### config.mk
export PLATFORM = sky130hd
export DESIGN_NAME = bcd_rtc_sec
export DESIGN_NICKNAME = d
export VERILOG_FILES = /design/src/rtl/bcd_rtc_sec.sv
export SDC_FILE = /design/constraint.sdc
export NUM_CORES = 1
export LEC_CHECK = 0
export ABC_AREA = 1
export ABC_CLOCK_PERIOD_IN_PS = 2800
export CORE_MARGIN = 2
export CORE_UTILIZATION = 40
export DETAILED_ROUTE_END_ITERATION = 8
export GPL_TIMING_DRIVEN = 0
export PLACE_DENSITY = 0.78
export SYNTH_ARGS = -nofsm -noshare
export SYNTH_HDL_FRONTEND = slang
export SYNTH_SLANG_ARGS = --single-unit
### constraint.sdc
create_clock -name clk_i -period 2.8 [get_ports clk_i]
set_input_delay 0.28 -clock clk_i [delete_from_list [all_inputs] [get_ports clk_i]]
set_output_delay 0.28 -clock clk_i [all_outputs]
set_load 0.1 [all_outputs]
### src/rtl/bcd_rtc_sec.sv
// 24-h BCD real-time clock with prescaler, validated load and 12/24-h display.
// Optional alarm enabled by defining BCD_RTC_ALARM_EN.
module bcd_rtc_sec #(
  parameter int unsigned TICK_DIV = 1,
  parameter logic [7:0]  RST_HH   = 8'h00
) (
  input  logic       clk_i,
  input  logic       reset_i,
  input  logic       ena_i,
  input  logic       mode_24h_i,
  input  logic       load_i,
  input  logic [7:0] load_hh_i,
  input  logic [7:0] load_mm_i,
  input  logic [7:0] load_ss_i,
  output logic [7:0] hh_o,
  output logic [7:0] mm_o,
  output logic [7:0] ss_o,
  output logic       pm_o,
  output logic       day_tick_o,
  output logic       load_err_o,
  input  logic       alarm_set_i,
  input  logic [7:0] alarm_hh_i,
  input  logic [7:0] alarm_mm_i,
  input  logic       alarm_ack_i,
  output logic       alarm_ring_o
);

  localparam logic [15:0] PRE_TOP = 16'(TICK_DIV - 1);

  logic [7:0]  hh_q, hh_d, mm_q, mm_d, ss_q, ss_d;
  logic [15:0] pre_q, pre_d;
  logic        day_q, day_d, err_q, err_d;
  logic        sec_tick, load_ok;

  function automatic logic bcd_ok(
    input logic [7:0] v,
    input logic [7:0] max
  );
    return (v[7:4] <= 4'd9) && (v[3:0] <= 4'd9)
        && (v <= max);
  endfunction

  function automatic logic [7:0] inc60(
    input logic [7:0] v
  );
    if (v[3:0] != 4'd9)
      return {v[7:4], v[3:0] + 4'd1};
    if (v[7:4] == 4'd5)
      return 8'h00;
    return {v[7:4] + 4'd1, 4'd0};
  endfunction

  function automatic logic [7:0] inc24(
    input logic [7:0] v
  );
    if (v == 8'h23)
      return 8'h00;
    if (v[3:0] == 4'd9)
      return {v[7:4] + 4'd1, 4'd0};
    return {v[7:4], v[3:0] + 4'd1};
  endfunction

  assign sec_tick = ena_i && (pre_q == PRE_TOP);
  assign load_ok  = load_i
                 && bcd_ok(load_hh_i, 8'h23)
                 && bcd_ok(load_mm_i, 8'h59)
                 && bcd_ok(load_ss_i, 8'h59);

  always_comb begin
    pre_d = pre_q;
    hh_d  = hh_q;
    mm_d  = mm_q;
    ss_d  = ss_q;
    day_d = 1'b0;
    err_d = 1'b0;
    if (ena_i)
      pre_d = sec_tick ? 16'd0 : pre_q + 16'd1;
    if (load_ok) begin
      // a valid load also swallows any coincident second tick
      hh_d  = load_hh_i;
      mm_d  = load_mm_i;
      ss_d  = load_ss_i;
      pre_d = 16'd0;
    end else begin
      err_d = load_i;
      if (sec_tick) begin
        ss_d = inc60(ss_q);
        if (ss_q == 8'h59) begin
          mm_d = inc60(mm_q);
          if (mm_q == 8'h59) begin
            hh_d  = inc24(hh_q);
            day_d = (hh_q == 8'h23);
          end
        end
      end
    end
  end

  always_ff @(posedge clk_i) begin
    if (reset_i) begin
      hh_q  <= RST_HH;
      mm_q  <= 8'h00;
      ss_q  <= 8'h00;
      pre_q <= 16'd0;
      day_q <= 1'b0;
      err_q <= 1'b0;
    end else begin
      hh_q  <= hh_d;
      mm_q  <= mm_d;
      ss_q  <= ss_d;
      pre_q <= pre_d;
      day_q <= day_d;
      err_q <= err_d;
    end
  end

  logic [4:0] hbin;
  logic [3:0] h12;
  assign hbin = {1'b0, hh_q[7:4]} * 5'd10
              + {1'b0, hh_q[3:0]};
  assign h12  = 4'(hbin - 5'd12);

  always_comb begin
    hh_o = hh_q;
    pm_o = 1'b0;
    if (!mode_24h_i) begin
      if (hbin == 5'd0) begin
        hh_o = 8'h12;
      end else if (hbin >= 5'd12) begin
        pm_o = 1'b1;
        if (hbin > 5'd12)
          hh_o = (h12 >= 4'd10) ? {4'd1, h12 - 4'd10}
                                : {4'd0, h12};
      end
    end
  end

  assign mm_o       = mm_q;
  assign ss_o       = ss_q;
  assign day_tick_o = day_q;
  assign load_err_o = err_q;

`ifdef BCD_RTC_ALARM_EN
  logic       armed_q, armed_d, ring_q, ring_d;
  logic [7:0] al_hh_q, al_hh_d, al_mm_q, al_mm_d;
  logic       set_ok, al_hit;

  assign set_ok = alarm_set_i
               && bcd_ok(alarm_hh_i, 8'h23)
               && bcd_ok(alarm_mm_i, 8'h59);
  assign al_hit = armed_q && (load_ok || sec_tick)
               && (hh_d == al_hh_q)
               && (mm_d == al_mm_q)
               && (ss_d == 8'h00);

  always_comb begin
    armed_d = armed_q;
    ring_d  = ring_q;
    al_hh_d = al_hh_q;
    al_mm_d = al_mm_q;
    if (alarm_ack_i) begin
      armed_d = 1'b0;
      ring_d  = 1'b0;
    end else begin
      if (al_hit)
        ring_d = 1'b1;
      if (set_ok) begin
        armed_d = 1'b1;
        al_hh_d = alarm_hh_i;
        al_mm_d = alarm_mm_i;
      end
    end
  end

  always_ff @(posedge clk_i) begin
    if (reset_i) begin
      armed_q <= 1'b0;
      ring_q  <= 1'b0;
      al_hh_q <= 8'h00;
      al_mm_q <= 8'h00;
    end else begin
      armed_q <= armed_d;
      ring_q  <= ring_d;
      al_hh_q <= al_hh_d;
      al_mm_q <= al_mm_d;
    end
  end

  assign alarm_ring_o = ring_q;
`else
  logic unused_alarm;
  assign unused_alarm = ^{alarm_set_i, alarm_hh_i,
                          alarm_mm_i, alarm_ack_i};
  assign alarm_ring_o = 1'b0;
`endif

endmodule

# Word-level counts from Yosys, hierarchy flattened
# Cells that the tools add are included.
# op_classes
n_lt_le_gt_ge	12
n_mul	1
bitwise	3
eq_ne	8
n_mux	57
reduce_logical	21
addsub	10
# ops
cell	n
8-bit 2-to-1 mux	25
1-bit 2-to-1 mux	30
4-bit by 1-bit adder with 4-bit output (second input constant)	6
4-bit <= comparator (second input constant)	6
16-bit by 1-bit adder with 16-bit output (second input constant)	1
8-bit by 7-bit equality test with 1-bit output (second input constant)	2
8-bit by 7-bit <= comparator with 1-bit output (second input constant)	2
16-bit zero test	1
16-bit 2-to-1 mux	1
1-bit logical AND	10
4-bit by 3-bit equality test with 1-bit output (second input constant)	2
8-bit by 6-bit equality test with 1-bit output (second input constant)	1
8-bit by 6-bit <= comparator with 1-bit output (second input constant)	1
4-bit inequality test (second input constant)	2
4-bit subtractor (second input constant)	2
2-bit nonzero test	3
5-bit by 4-bit adder with 5-bit output	1
5-bit by 4-bit >= comparator with 1-bit output (second input constant)	1
5-bit by 4-bit greater-than comparator with 1-bit output (second input constant)	1
5-bit zero test	1
5-bit 2-to-1 mux	1
5-bit OR reduction	1
4-bit equality test (second input constant)	1
4-bit >= comparator (second input constant)	1
7 further kinds	9
# totals
ff_bits	42
input_bits	47

# Depth between registers and ports, before layout
# Gate-level depths: netlist of run 1.
# logic_depth
word_depth	18
mapped_depth	14
mapped_depth_nobuf	14

# Worst setup path before layout of run 1
# No wires, ideal clock.
# synth_path
kind	flip-flop to output port
startpoint	register hh_q[4]
endpoint	output hh_o[1]
path_buffers	0
setup_slack_ns	-0.986
t_arrival_ns	3.506
stages_incl_launch_ff	14
required_ns	2.520
cell_sequence	dfxtp_1 -> ha_1 -> inv_1 -> fa_1 -> inv_1 -> ha_1 -> nor2_1 -> nand2_1 -> nand2_1 -> xor2_1 -> inv_1 -> nand2_1 -> nand2_1 -> a21oi_1
# synth_between
elab_chain_cells	9
# synth_lines
item	line_no	rtl
start, declared	30	logic [7:0] hh_q, hh_d, mm_q, mm_d, ss_q, ss_d;
start signal, assigned	108	hh_q <= hh_d;
4-bit by 3-bit multiplier with 4-bit output (*)	119	assign hbin = {1'b0, hh_q[7:4]} * 5'd10
5-bit by 4-bit adder with 5-bit output (*)	120	+ {1'b0, hh_q[3:0]};
4-bit subtractor	121	assign h12 = 4'(hbin - 5'd12);
4-bit subtractor or 4-bit >= comparator (tied branches)	132	hh_o = (h12 >= 4'd10) ? {4'd1, h12 - 4'd10}
5-bit 2-to-1 mux	132	
8-bit 2-to-1 mux	131	if (hbin > 5'd12)
8-bit 2-to-1 mux	129	end else if (hbin >= 5'd12) begin
8-bit 2-to-1 mux (*)	127	if (hbin == 5'd0) begin
8-bit 2-to-1 mux (*)	126	if (!mode_24h_i) begin
end, declared	15	output logic [7:0] hh_o,
# Mark *: on every way between the ends. The rest lies on a longest branch, timed or not.

# Final worst setup path of run 1
# Ends and elaborated chain as after synthesis.

==> run metrics, run 1 <==
Root Driver=clkbuf_8; Power Dens Cells=295.9 mW/mm^2; layout cells sized above 1=20.46%; most frequent cell after synthesis=nand2_1; NumNets Final=632; final setup fails=4; CP Launch Type=flop; FFs w/ async S/R, synth=0%; Mapped Nets=558; final hold violation count=0; core area=0.007727 mm^2; ANT nets after route=0; status=finished, violations left; post-synthesis to final-layout area growth=37.61%; Least-Margin Pin Slew=988.8 ps; Non-Filler Instances=669; hold crit path type=input pin to flop; Rows=32; CTS buffer count=5; Overall Power=1.302 mW; drt total wl=9190 um; final setup margin=-201.9 ps; synthesized cell area=0.003197 mm^2; syn_area_per_cell=6.498 um^2; largest net degree at the start of global routing=13; placed insts=648; minimum hold slack=204.6 ps; #FFs+latches synth=42; register area share after synthesis=26.30%; post-synth top area share=26.30%; Placed Area=0.003925 mm^2; Skew-Pair Late Insertion Delay=310 ps; placer congestion estimate=0.8964; critical path peak fanout=4; drt drc=0; final worst-path cycle share=107.2%; fin util=56.93%; n_diodes=0; die height=93.40 um; via count=3430; Yosys warnings=0; Worst Setup End Kind=output pin; Total GRT Usage=20.53%; CTS tree=done; Setup Skew=12.08 ps; drt wl/cell=13.74 um; EDFF count, synth=0; first-pass GRT wire length=14510 um; clock-pin slew on the worst setup and hold paths=90 ps; die width=93.40 um; H-tree lvl count=2; Initial Utilization=41.37%; Post-synth top cells=116 x nand2_1, 69 x nor2_1, 50 x inv_1, 50 x nand3_1, 42 x dfxtp_1; Hold Buf Count CTS=0; I/O Pins=75; Final Max Tran Viols=0; Synth Instances=492; worst vdd ir=0.0002792 V; initial antenna violation count=0; largest cells by area after synthesis=dfxtp_1 26%, nand2_1 14%, nor2_1 8.1%; Die ar.=0.008724 mm^2; GRT overflow=0; Max Fclk=333.1 MHz; initial DRC count=159; vias in the first global route=3134; HPWL Detailed=6413 um; post-synth cell types=40; Via density=5.127; RSZ-0062 raised after global routing=yes; design area=0.004399 mm^2; Lkg Pwr=1.898 nW; Worst Path Arrival=2720 ps; Yosys top cell by area=dfxtp_1; failing checks=negative setup slack; first-pass detailed-route iteration total=5; crit path kind=flop to output pin; slew margin rel.=33.87%; clock buffer depth=2; dominant synthesized flop cell=dfxtp_1; number of max-cap violations=0; Port-buffer cells=54; worst path required time=2520 ps; final worst path period need=3002 ps; TritonCTS Sinks=42
-- stage by stage --
stage          setup TNS, ps  setup WS, ps
4_1_cts               -895.6        -221.7
3_3_place_gp           -6585        -972.6
3_5_place_dp           -7236         -1059
5_1_grt                -1245        -307.7
2_1_floorplan         -394.0        -394.0
6_report              -664.6        -201.9
-- layout make-up --
| type | count | area (um^2) |
|---|---|---|
| tap | 102 | 127.6 |
| fill | 701 | 3328 |
| timing repair buffer | 67 | 708.2 |
| clock buffer | 7 | 76.32 |
| sequential | 42 | 854.6 |
| clock inverter | 1 | 30.03 |
| multi-input combinational | 380 | 2300 |
| inverter | 58 | 229.0 |
| buffer | 12 | 73.82 |
-- what timing repair did --
action,in CTS,in global routing
endpoints found under the setup margin,8,7
gates resized for setup,80,40
buffers inserted,5,8
pin swaps,6,21
cloned,0,0
-- layout by cell type (no fill, tap or decap), types with 4 or more instances in the layout --
master / count
ha_1: 13
nand2_2: 14
inv_1: 43
nand2_4: 7
buf_2: 5
nor3_1: 14
clkbuf_8: 5
clkbuf_1: 5
inv_2: 11
nand3_2: 4
o21ai_1: 16
clkdlybuf4s50_1: 46
dfxtp_1: 37
xor2_1: 11
nand4_1: 8
buf_4: 15
ha_4: 5
a21oi_1: 17
buf_12: 6
nand3_1: 46
o21ai_0: 9
nand2_1: 103
a21oi_4: 5
nor2_1: 68
nor2_4: 7
nor2_2: 5
-- critical path: stages, from the launching register on --
cell and delay [ps]:
dfxtp_4 410, ha_4 160, inv_2 40, fa_2 370
xor2_4 250, ha_4 250, nor2_4 80, nand2_2 70
nand2_4 80, xor2_1 130, inv_1 50, nand2_1 50
nand2_1 60, a21oi_2 180, buf_8 220
-- power breakdown --
part	internal, mW	leakage (nW)	total, mW	switching (mW)
combinational	0.0721	1.50	0.200	0.127
sequential	0.600	0.343	0.609	0.00817
clock	0.267	0.0524	0.493	0.226
-- sequential cells by signal (all words and copies together), names as in the netlist --
register and count:
pre_q 16, load_err_o 1, ss_o 8, day_tick_o 1, mm_o 8, hh_q 8
-- per-layer routing --
metal  up-vias  routed length, um  GRT usage (%)
li1       1733                  -              -
met1      1584               3934          25.87
met2        97               4637          35.67
met3        16                484          4.674
met4         0                134          4.412
met5         -                  0              0
-- final timing paths --
kind / startpoint / endpoint / depth (start not counted) / slack, ps
max: hh_q[4]$_SDFFE_PP0P_ / hh_o[1] / 14 / -200
min: ena_i / pre_q[0]$_SDFFE_PP0P_ / 2 / 200
max reg2reg: pre_q[0]$_SDFFE_PP0P_ / pre_q[9]$_SDFFE_PP0P_ / 11 / 950
min reg2reg: pre_q[15]$_SDFFE_PP0P_ / pre_q[15]$_SDFFE_PP0P_ / 2 / 510
-- cell families after synthesis --
| family | share of synthesized area, % |
|---|---|
| simple gates | 42.00 |
| compound gates | 10.33 |
| buf+inv | 9.198 |
| xor+xnor | 4.383 |
| other cells | 0.1173 |
| flops | 26.30 |
| fa+ha+maj | 7.671 |
(Power assumes the default switching activity.)
==> run 2: changes to the inputs <==
CORE_MARGIN = 10   (was 2)
==> run metrics, run 2 (synthesis results as in run 1) <==
status=finished, violations left (unchanged); failing checks=negative setup slack (unchanged); Hold Path Origin=ena_i (unchanged); Port-buffer cells=54 (unchanged); hold crit path type=input pin to flop (unchanged); Placed Area=0.003925 mm^2 (unchanged); clock buffer depth=2 (unchanged); drt drc=0 (unchanged); Total GRT Usage=14.94% (was 20.53%); TritonCTS Sinks=42 (unchanged); final worst-path cycle share=106.2% (was 107.2%); r2r setup slk=990 ps (was 950 ps); crit path kind=flop to output pin (unchanged); CP Launch Type=flop (unchanged); DP Worst Slack=-1062 ps (was -1059 ps); worst vdd ir=0.0002143 V (was 0.0002792 V); via count=3386 (was 3430); Worst Setup End Kind=output pin (unchanged); Worst Path Arrival=2690 ps (was 2720 ps); initial antenna violation count=0 (unchanged); Final Max Tran Viols=0 (unchanged); commonest non-fill, non-tap cells in the layout=106 x nand2_1, 68 x nor2_1, 48 x nand3_1 (was 103 x nand2_1, 68 x nor2_1, 46 x nand3_1, 46 x clkdlybuf4s50_1, 43 x inv_1); critical path peak fanout=5 (was 4); Die ar.=0.01197 mm^2 (was 0.008724 mm^2); placer congestion estimate=0.8674 (was 0.8964); CTS buffer count=5 (unchanged); n_diodes=0 (unchanged); slew margin rel.=33.75% (was 33.87%); Worst Hold Path EP=pre_q[0]$_SDFFE_PP0P_ (unchanged); largest net degree at the start of global routing=13 (unchanged); vias in the first global route=3227 (was 3134); final setup margin=-172.6 ps (was -201.9 ps); NumNets Final=630 (was 632); P_int=0.9590 mW (was 0.9398 mW); Max Fclk=336.4 MHz (was 333.1 MHz); max reg flops=16 (unchanged); design area=0.004317 mm^2 (was 0.004399 mm^2); Largest Register=pre_q (unchanged); Rows=32 (unchanged); final worst path period need=2973 ps (was 3002 ps); sequential share of power=47.0% (was 46.8%); number of max-cap violations=0 (unchanged); worst path required time=2520 ps (about the same); die height=109.4 um (was 93.40 um); Initial Utilization=41.16% (was 41.37%); initial DRC count=145 (was 159); Reg-to-Reg End=pre_q[9]$_SDFFE_PP0P_ (unchanged); HPWL Detailed=6762 um (was 6413 um); WHS Path Cells=2 (unchanged); Via density=5.084 (was 5.127); Root Driver=clkbuf_8 (unchanged); Logic pwr share=15.4% (was 15.3%); Least-Margin Pin Slew=990.6 ps (was 988.8 ps); Setup Skew=3.753 ps (was 12.08 ps); RSZ-0062 raised after global routing=yes (unchanged); clock-pin slew on the worst setup and hold paths=80 ps (was 90 ps); Skew-Pair Late Insertion Delay=290 ps (was 310 ps); Sum Neg Setup Slack=-442.3 ps (was -664.6 ps); most common cell after layout, fill and taps aside=nand2_1 (unchanged); first-pass GRT wire length=14790 um (was 14510 um); minimum hold slack=224.3 ps (was 204.6 ps); die width=109.4 um (was 93.40 um); first-pass detailed-route iteration total=4 (was 5); H-tree lvl count=2 (unchanged); layout cells sized above 1=19.68% (was 20.46%); I/O Pins=75 (unchanged); FF-to-FF Start=pre_q[0]$_SDFFE_PP0P_ (unchanged); final setup fails=4 (unchanged); ANT nets after route=0 (unchanged); clock share of power=37.6% (was 37.9%); Register-to-Register Path Depth=11 (unchanged); drt total wl=8959 um (was 9190 um); switching share of power=26.10% (was 27.79%); GRT overflow=0 (unchanged); Lkg Pwr=1.871 nW (was 1.898 nW); core area=0.007767 mm^2 (was 0.007727 mm^2); post-synthesis to final-layout area growth=35.03% (was 37.61%); CTS tree=done (unchanged); drt wl/cell=13.45 um (was 13.74 um); final hold violation count=0 (unchanged); Power Dens Cells=300.7 mW/mm^2 (was 295.9 mW/mm^2); Net Switching=0.3388 mW (was 0.3617 mW)
## run 2: cell types whose count changed in the layout (fill, tap and decap cells not counted), sizes merged
cell      previous run  this run
buf                 30        28
clkbuf              10         9
clkinvlp             1         0
inv                 57        58
## run 2: power groups by stage
stage | sequential, mW | combinational, mW | clock [mW]
after floorplan | 0.654 | 0.0905 | 0
after global placement | 0.625 | 0.191 | 0
after detailed placement | 0.626 | 0.194 | 0
after CTS | 0.610 | 0.198 | 0.503
after global routing | 0.611 | 0.214 | 0.531
final | 0.610 | 0.200 | 0.488
## run 2: layout make-up
cell class | instances | area (um^2)
Buffer | 12 | 73.82
Clock buffer | 6 | 82.58
Clock inverter | 1 | 30.03
Fill cell | 751 | 3451
Inverter | 58 | 222.7
Multi-Input combinational cell | 380 | 2248
Sequential cell | 42 | 852.1
Tap cell | 102 | 127.6
Timing Repair Buffer | 65 | 679.4
## run 2: per-layer routing
layer  track usage [%]  vias to the layer above  routed length [um]
met4             3.160                        0                  63
met5                 0                        -                   0
met1             18.14                     1583                3863
met3             3.043                        6                 513
met2             26.53                       72                4518
li1                  -                     1725                   -
## run 2: worst max-delay path, cell delays in order (launching register included)
cell and delay [ps]:
dfxtp_4 400, ha_4 150, inv_2 40, fa_2 560
inv_4 50, ha_4 230, nor2_2 80, nand2_1 70
nand2_2 80, xor2_1 160, inv_1 60, nand2_1 60
nand2_1 50, a21oi_2 180, buf_8 220
## run 2: worst max path at each step
| stage | startpoint | end | slack, ps | cells past startpoint |
|---|---|---|---|---|
| floorplan | hh_q[6]$_SDFFE_PP0P_ | hh_o[1] | -390 | 12 |
| global placement | hh_q[5]$_SDFFE_PP0P_ | hh_o[1] | -940 | 13 |
| detailed placement | hh_q[5]$_SDFFE_PP0P_ | hh_o[1] | -1060 | 13 |
| CTS | hh_q[4]$_SDFFE_PP0P_ | hh_o[1] | -220 | 13 |
| global route | hh_q[4]$_SDFFE_PP0P_ | hh_o[2] | -290 | 16 |
| finish | hh_q[4]$_SDFFE_PP0P_ | hh_o[1] | -170 | 14 |
## run 2: metrics by stage
step | instances | power [mW] | util [%]
CTS | 662 | 1.312 | 54.40
finish | 666 | 1.298 | 55.57
global placement | 648 | 0.8163 | 50.53
detailed placement | 648 | 0.8197 | 50.53
floorplan | 492 | 0.7446 | -
global route | 666 | 1.356 | 55.57
## run 2: repair_timing
action	CTS	global route
endpoints found under the setup margin	8	8
pin swaps	9	8
resized for setup	91	15
hold buffers	0	0
buffers inserted	7	4
==> run 3: changes to the inputs <==
CORE_MARGIN = default   (was 10)
MAX_ROUTING_LAYER = met4   (was default)
==> run metrics, run 3 (synthesis results as in run 1) <==
status=finished, violations left (unchanged); failing checks=negative setup slack (unchanged); commonest non-fill, non-tap cells in the layout=109 x nand2_1, 68 x nor2_1, 49 x nand3_1 (was 106 x nand2_1, 68 x nor2_1, 48 x nand3_1); design area=0.004295 mm^2 (was 0.004317 mm^2); RSZ-0062 raised after global routing=yes (unchanged); WHS Path Cells=2 (unchanged); via count=3417 (was 3386); Register-to-Register Path Depth=11 (unchanged); Power Dens Cells=306.8 mW/mm^2 (was 300.7 mW/mm^2); Non-Filler Instances=668 (was 666); HPWL Detailed=6225 um (was 6762 um); Initial Utilization=41.37% (was 41.16%); die height=91.40 um (was 109.4 um); Worst Hold Path EP=pre_q[0]$_SDFFE_PP0P_ (unchanged); clock-pin slew on the worst setup and hold paths=100 ps (was 80 ps); largest net degree at the start of global routing=13 (unchanged); placer congestion estimate=0.8826 (was 0.8674); CP Launch Type=flop (unchanged); r2r setup slk=980 ps (was 990 ps); initial DRC count=197 (was 145); Skew-Pair Late Insertion Delay=310 ps (was 290 ps); Largest Register=pre_q (unchanged); Final Max Tran Viols=0 (unchanged); FF-to-FF Start=pre_q[0]$_SDFFE_PP0P_ (unchanged); final hold violation count=0 (unchanged); worst path required time=2520 ps (about the same); Reg-to-Reg End=pre_q[9]$_SDFFE_PP0P_ (unchanged); H-tree lvl count=2 (unchanged); final worst-path cycle share=106.9% (was 106.2%); NumNets Final=632 (was 630); core area=0.007727 mm^2 (was 0.007767 mm^2); critical path peak fanout=4 (was 5); Max Fclk=334.0 MHz (was 336.4 MHz); Worst Path Arrival=2710 ps (was 2690 ps); first-pass detailed-route iteration total=4 (unchanged); worst vdd ir=0.0002909 V (was 0.0002143 V); drt wl/cell=12.89 um (was 13.45 um); crit path kind=flop to output pin (unchanged); Least-Margin Pin Slew=986.2 ps (was 990.6 ps); max reg flops=16 (unchanged); Total GRT Usage=21.20% (was 14.94%); GRT overflow=0 (unchanged); initial antenna violation count=0 (unchanged); hold crit path type=input pin to flop (unchanged); Via density=5.115 (was 5.084); Setup Skew=18.30 ps (was 3.753 ps); Worst Setup End Kind=output pin (unchanged); post-synthesis to final-layout area growth=34.36% (was 35.03%); clock buffer depth=2 (unchanged); final setup margin=-194.2 ps (was -172.6 ps); final setup fails=7 (was 4); Overall Power=1.318 mW (was 1.298 mW); die width=91.40 um (was 109.4 um); CTS tree=done (unchanged); Hold Path Origin=ena_i (unchanged); n_diodes=0 (unchanged); vias in the first global route=3244 (was 3227); CTS buffer count=5 (unchanged); final worst path period need=2994 ps (was 2973 ps); Placed Area=0.003925 mm^2 (unchanged); Sum Neg Setup Slack=-858.0 ps (was -442.3 ps); Root Driver=clkbuf_8 (unchanged); slew margin rel.=34.05% (was 33.75%); fin util=55.59% (was 55.57%); ANT nets after route=0 (unchanged); most common cell after layout, fill and taps aside=nand2_1 (unchanged); layout cells sized above 1=18.73% (was 19.68%); number of max-cap violations=0 (unchanged); first-pass GRT wire length=14190 um (was 14790 um); I/O Pins=75 (unchanged); TritonCTS Sinks=42 (unchanged); drt total wl=8609 um (was 8959 um); Lkg Pwr=1.872 nW (was 1.871 nW); Port-buffer cells=54 (unchanged); Rows=32 (unchanged); Die ar.=0.008354 mm^2 (was 0.01197 mm^2); drt drc=0 (unchanged); placed insts=648 (unchanged)
## run 3: changes by cell type in the layout (fill, tap and decap cells not counted), sizes merged
cell | previous run | this run
inv | 58 | 57
buf | 28 | 30
clkinvlp | 0 | 1
## run 3: worst max-delay path by stage
| stage | start | slack (ps) | end |
|---|---|---|---|
| after global placement | hh_q[5]$_SDFFE_PP0P_ | -930 | hh_o[1] |
| after detailed placement | hh_q[5]$_SDFFE_PP0P_ | -1020 | hh_o[1] |
| after global routing | hh_q[4]$_SDFFE_PP0P_ | -360 | hh_o[1] |
| after CTS | hh_q[4]$_SDFFE_PP0P_ | -220 | hh_o[1] |
| after floorplan | hh_q[6]$_SDFFE_PP0P_ | -390 | hh_o[1] |
| final | hh_q[4]$_SDFFE_PP0P_ | -190 | hh_o[1] |
## run 3: power by group
| group | total (mW) | switching (mW) | internal, mW |
|---|---|---|---|
| sequential | 0.608 | 0.00769 | 0.600 |
| clock | 0.512 | 0.226 | 0.286 |
| combinational | 0.198 | 0.126 | 0.0720 |
| total | 1.32 | 0.359 | 0.958 |
## run 3: metrics by stage
stage	setup WS [ps]	hold WS, ps
after floorplan	-394.0	341.7
after global placement	-927.7	491.1
after detailed placement	-1018	491.1
after CTS	-223.8	215.9
after global routing	-360.8	220.2
final	-194.2	221.1
## run 3: layer usage
layer	global-route usage, %	part of all wire [%]	wire [um]
met4	6.349	1.4	124
met5	-	0	0
met1	25.36	45	3898
met2	36.78	50	4339
met3	2.931	2.9	246
## run 3: repair_timing
| item | CTS | global route |
|---|---|---|
| endpoints found under the setup margin | 8 | 8 |
| pin swaps | 12 | 9 |
| gates resized for setup | 85 | 10 |
| hold buffers | 0 | 0 |
| buffers inserted | 7 | 6 |
## run 3: layout make-up
| cell class | count | area (um^2) |
|---|---|---|
| Clock buffer | 6 | 82.58 |
| Timing Repair Buffer | 67 | 678.2 |
| Multi-Input combinational cell | 380 | 2222 |
| Fill cell | 681 | 3432 |
| Buffer | 12 | 73.82 |
| Inverter | 58 | 226.5 |
| Sequential cell | 42 | 854.6 |
| Clock inverter | 1 | 30.03 |
| Tap cell | 102 | 127.6 |
## run 3: worst max-delay path, stage by stage, from the launching register on
cell and delay (ps):
dfxtp_4 410, ha_4 150, inv_2 30, fa_2 560, inv_4 50, ha_4 230, nor2_2 70, nand2_1 70
nand2_2 80, xor2_1 160, inv_1 50, nand2_1 50, nand2_1 60, a21oi_2 200, buf_8 230
